### src/rtl/fetch_stage.sv
// Instruction-fetch stage: owns the PC, drives the instruction memory address and
// loads the IF/ID register, with stall, redirect/squash and fault-halt handling.
module fetch_stage #(
    parameter logic [31:0] RESET_PC   = 32'h0000_0000,
    parameter int unsigned IMEM_DEPTH = 256
) (
    input  logic        clk,
    input  logic        rst_n,
    input  logic        start,
    input  logic        stall,
    input  logic        redirect_valid,
    input  logic [31:0] redirect_target,
    input  logic [31:0] instr_in,
    output logic [31:0] pc_out,
    output logic        ifid_valid,
    output logic [31:0] ifid_instr,
    output logic [31:0] ifid_pc,
    output logic [31:0] ifid_pc_plus4,
    output logic        running,
    output logic        fault,
    output logic [31:0] fault_addr,
    output logic [15:0] fetch_count
);

    typedef enum logic [1:0] {
        S_IDLE,
        S_RUN,
        S_HALTED
    } state_t;

    // One bit wider than the PC so the byte limit is representable for any depth.
    localparam logic [32:0] LIMIT = 33'(IMEM_DEPTH) << 2;

    state_t      r_state;
    logic [31:0] r_pc;
    logic        r_ifid_valid;
    logic [31:0] r_ifid_instr;
    logic [31:0] r_ifid_pc;
    logic [31:0] r_ifid_pc_plus4;
    logic        r_fault;
    logic [31:0] r_fault_addr;
    logic [15:0] r_fetch_count;

    logic [32:0] w_pc_plus4;
    logic [31:0] w_next_pc;
    logic        w_target_bad;

    always_comb begin
        w_pc_plus4   = {1'b0, r_pc} + 33'd4;
        w_next_pc    = (w_pc_plus4 == LIMIT) ? '0 : w_pc_plus4[31:0];
        w_target_bad = (redirect_target[1:0] != 2'b00) ||
                       ({1'b0, redirect_target} >= LIMIT);
    end

    always_ff @(posedge clk or negedge rst_n) begin
        if (!rst_n) begin
            r_state         <= S_IDLE;
            r_pc            <= RESET_PC;
            r_ifid_valid    <= 1'b0;
            r_ifid_instr    <= '0;
            r_ifid_pc       <= '0;
            r_ifid_pc_plus4 <= '0;
            r_fault         <= 1'b0;
            r_fault_addr    <= '0;
            r_fetch_count   <= '0;
        end else begin
            case (r_state)
                S_IDLE: begin
                    if (start) begin
                        r_state <= S_RUN;
                    end
                end
                S_RUN: begin
                    // Redirect outranks stall; an illegal target halts without moving the PC.
                    if (redirect_valid && w_target_bad) begin
                        r_state      <= S_HALTED;
                        r_fault      <= 1'b1;
                        r_fault_addr <= redirect_target;
                        r_ifid_valid <= 1'b0;
                    end else if (redirect_valid) begin
                        r_pc         <= redirect_target;
                        r_ifid_valid <= 1'b0;
                    end else if (!stall) begin
                        r_ifid_instr    <= instr_in;
                        r_ifid_pc       <= r_pc;
                        r_ifid_pc_plus4 <= w_next_pc;
                        r_ifid_valid    <= 1'b1;
                        r_pc            <= w_next_pc;
                        r_fetch_count   <= r_fetch_count + 16'd1;
                    end
                end
                S_HALTED: begin
                    r_ifid_valid <= 1'b0;
                end
                default: begin
                    r_state      <= S_IDLE;
                    r_ifid_valid <= 1'b0;
                end
            endcase
        end
    end

    assign pc_out        = r_pc;
    assign ifid_valid    = r_ifid_valid;
    assign ifid_instr    = r_ifid_instr;
    assign ifid_pc       = r_ifid_pc;
    assign ifid_pc_plus4 = r_ifid_pc_plus4;
    assign running       = (r_state == S_RUN);
    assign fault         = r_fault;
    assign fault_addr    = r_fault_addr;
    assign fetch_count   = r_fetch_count;

endmodule

### config.mk
export PLATFORM = sky130hd
export DESIGN_NAME = fetch_stage
export DESIGN_NICKNAME = d
export VERILOG_FILES = /design/src/rtl/fetch_stage.sv
export SDC_FILE = /design/constraint.sdc
export NUM_CORES = 1
export LEC_CHECK = 0
export CAP_MARGIN = 30
export CELL_PAD_IN_SITES_DETAIL_PLACEMENT = 0
export CELL_PAD_IN_SITES_GLOBAL_PLACEMENT = 2
export CORE_MARGIN = 4
export CORE_UTILIZATION = 28
export DETAILED_ROUTE_END_ITERATION = 6
export GPL_TIMING_DRIVEN = 0
export PLACE_DENSITY = 0.8
export SETUP_SLACK_MARGIN = 0.15
export SYNTH_ARGS = -nofsm -noshare
export SYNTH_HDL_FRONTEND = slang
export SYNTH_SLANG_ARGS = --single-unit
### constraint.sdc
create_clock -name clk -period 2.8 [get_ports clk]
set_input_delay 0.42 -clock clk [delete_from_list [all_inputs] [get_ports clk]]
set_output_delay 0.42 -clock clk [all_outputs]
set_load 0.05 [all_outputs]
==> results_dict.tcl <==
set metrics [dict create \
    status "finished clean" \
    tightestPinTransition_ns 0.736 \
    post_synth_instance_area_um2 8270 \
    synth_enable_flop_cells 0 \
    cp_max_fo 6 \
    chipHeight_um 180 \
    port_buffers 246 \
    finClkSkew_ns 0.0127 \
    timing.critical_path.required_ns 3.12 \
    p_leak_nw 5.37 \
    worst_setup_path_start_kind "flip-flop" \
    max_fclk_ghz 0.382 \
    layout_setup_ws_ns 0.183 \
    synth-async-reset-ratio_pct 100 \
    numPlacedInstances 1492 \
    std_cell_rows 62 \
    hold_path_class "flip-flop to flip-flop" \
    drt.antenna.violating_nets 0 \
    ys_dominant_reg_cell "dfrtp_1" \
    latest_clock_arrival_within_the_worst_skew_pair_ns 0.44 \
    yosys_warnings 0 \
    final-seq-area_um2 4520 \
    detail_route.wl_per_cell_um 18.3 \
    area_growth_pct 49.9 \
    grt_pass1_vias 7436 \
    p_per_area_nw_per_um2 987 \
    cts_made_buffers 17 \
    grt_max_degree 112 \
    synth.distinct_cells 63 \
    tritoncts_num_sinks 180 \
    design.core.area_um2 28900 \
    synth_seq_area_share_pct 54.5 \
    grtUsageTotal_pct 17.4 \
    combinationalPowerShare_pct 49.6 \
    drt_pass1_iterations 5 \
    max_cap_viols 0 \
    setup.worst_path.end_class "flip-flop" \
    overflow 0 \
    final_hold_viol_count 0 \
    layout_min_cycle_time_ns 2.62 \
    tritoncts "yes" \
    grt_pass1_wl_um 44900 \
    clkPwrFrac_pct 19.3 \
    clockBufferDepth 2 \
    final_weighted_congestion_of_routability_driven_global_placement 0.798 \
    synth_seq_cells 180 \
    clock_tree.htree_level_count 4 \
    multi_input_comb_area_um2 3630 \
    synth_nets 933 \
    drt_first_iter_violations 431 \
    power.total_mw 12.2 \
    drc 0 \
    whs_ns 0.468 \
    stdcell_area_um2 12400 \
    rsz0062_at_grt "true" \
    die_width_um 180 \
    postSynthCellCount 861 \
    layoutNonFillerInstCount 1566 \
    critical_path_arrival_ns 2.93 \
    slew_headroom_pct 50.9 \
    drive_above_1_share_pct 15.9 \
    fillers 2879 \
    switching_share_pct 46.3 \
    fp.dieArea_um2 32300 \
    layout.cells.most_common "nand2_1" \
    path_clk_slew_ns 0.08 \
    post-dp-hpwl_um 20500 \
    clock_tree.root_cell "clkbuf_16" \
    layout.cells.most_common_list "246 x nand2_1, 244 x clkdlybuf4s50_1, 166 x dfrtp_1" \
    setup.worst_path.class "flip-flop to flip-flop" \
    detailedPlace.worstSlack_ns -0.522 \
    routed_via_density 4.81 \
    ratio_of_final_minimum_period_to_clock_period_pct 93.5 \
    ios 248 \
    placed_cell_area_um2 11300 \
    layout.nets 1241 \
    seqPwrFrac_pct 31.1 \
    via_count 7528 \
    start_util_pct 28.6 \
    antenna_found_initial 0 \
    total_wirelength_of_the_detailed_routed_design_um 28600 \
    antennaDiodeCount 0 \
    setup_viol 0 \
    drv_slew 0 \
    vdd_drop_max_mv 0.683 \
    mean_instance_size_in_the_synthesized_netlist_um2 9.60 \
    power_report.internal_total_mw 6.57 \
    switchingPower_mw 5.66 \
]
state kept, by name, indices dropped and copies added, names as in the netlist:
| signal | count |
|---|---|
| ifid_pc | 32 |
| ifid_instr | 32 |
| fault_addr | 32 |
| ifid_pc_plus4 | 32 |
| r_state | 2 |
| fetch_count | 16 |
| pc_out | 32 |
| ifid_valid | 1 |
| fault | 1 |
per-stage QoR:
stage	TNS (ns)	util, %
floorplan	0	-
global placement	-1263.51	38.9
detailed placement	-24.77	39.0
CTS	0	42.2
global route	0	42.8
finish	0	42.8
cell families after synthesis:
| family | count (synthesis) | share of synthesized area [%] |
|---|---|---|
| fa+ha+maj | 3 | 0.454 |
| buf+inv | 68 | 4.01 |
| simple gates | 404 | 22.4 |
| xor+xnor | 40 | 4.24 |
| compound gates | 130 | 9.55 |
| mux | 36 | 4.89 |
| flops | 180 | 54.5 |
worst max-delay path, cell delays in order (launching register included):
cell and delay, ns:
dfrtp_2 0.40, buf_6 0.11, buf_6 0.09, nand4_4 0.17, or4_4 0.58, nor4b_4 0.29
o32a_1 0.25, nand4_4 0.19, o31ai_4 0.33, o21ai_1 0.09
synthesized netlist by cell type, types with 3 or more instances:
library cell,instances,area (um2)
o31ai_1,16,120
a21o_1,4,30.0
nor3b_1,3,22.5
nor3_1,16,80.1
o21a_1,3,22.5
ha_1,3,37.5
nand3_4,3,52.6
mux2_2,35,394
or4_1,4,30.0
xnor2_1,25,219
buf_2,3,15.0
o21ai_0,63,315
nand4_1,19,119
nor4_1,18,113
and3_1,6,37.5
clkbuf_8,5,68.8
nand3_1,17,85.1
clkbuf_1,42,158
a21oi_1,12,60.1
buf_1,4,15.0
and2_1,4,25.0
a211oi_1,4,30.0
nor2_1,44,165
xor2_1,15,131
or3_1,4,25.0
inv_1,7,26.3
nand2_1,247,927
dfrtp_1,180,4500
a31oi_1,7,43.8
and4_1,3,26.3
o21ai_1,3,15.0
per-layer routing:
metal / wire (um) / global-route usage [%] / vias up
met2: 13300 / 27.7 / 249
met4: 335 / 3.99 / 0
met1: 12800 / 23.3 / 3700
met3: 2250 / 5.54 / 24
li1: - / - / 3555
met5: 0 / 0 / -
path summary, 6_finish.rpt:
check                                  endpoint            start  cells past startpoint  slack, ns
max in group asynchronous        fetch_count[3]            rst_n                      3       1.29
min in group asynchronous            ifid_pc[5]            rst_n                      2       0.51
worst min-delay path            fetch_count[15]  fetch_count[15]                      1       0.47
worst min register to register  fetch_count[15]  fetch_count[15]                      1       0.47
worst max register to register        pc_out[2]        pc_out[3]                      9       0.18
worst max-delay path                  pc_out[2]        pc_out[3]                      9       0.18
what timing repair did:
action / CTS / global route
pin swaps: 11 / 14
endpoints found under the hold margin: 69 / 0
endpoints found under the setup margin: 75 / 78
gates resized for setup: 28 / 41
buffers inserted: 32 / 10
hold buffers: 1 / 0
gates cloned: 0 / 0
power groups by stage:
stage / Combinational [mW] / Clock (mW) / Sequential [mW]
after detailed placement: 5.88 / 0 / 3.89
final: 6.06 / 2.36 / 3.81
after floorplan: 1.25 / 0 / 6.31
after global routing: 6.40 / 2.57 / 3.92
after global placement: 5.86 / 0 / 3.87
after CTS: 6.01 / 2.43 / 3.82
layout make-up:
| type | instances | share of cell area [%] |
|---|---|---|
| plain buffers | 58 | 2.68 |
| clock buffers | 19 | 3.57 |
| clock inverters | 13 | 0.959 |
| inverters | 9 | 0.313 |
| multi-input cells | 613 | 29.3 |
| flip-flops and latches | 180 | 36.5 |
| well taps | 384 | 3.88 |
| repair buffers | 290 | 22.9 |
(Power assumes the default switching activity.)
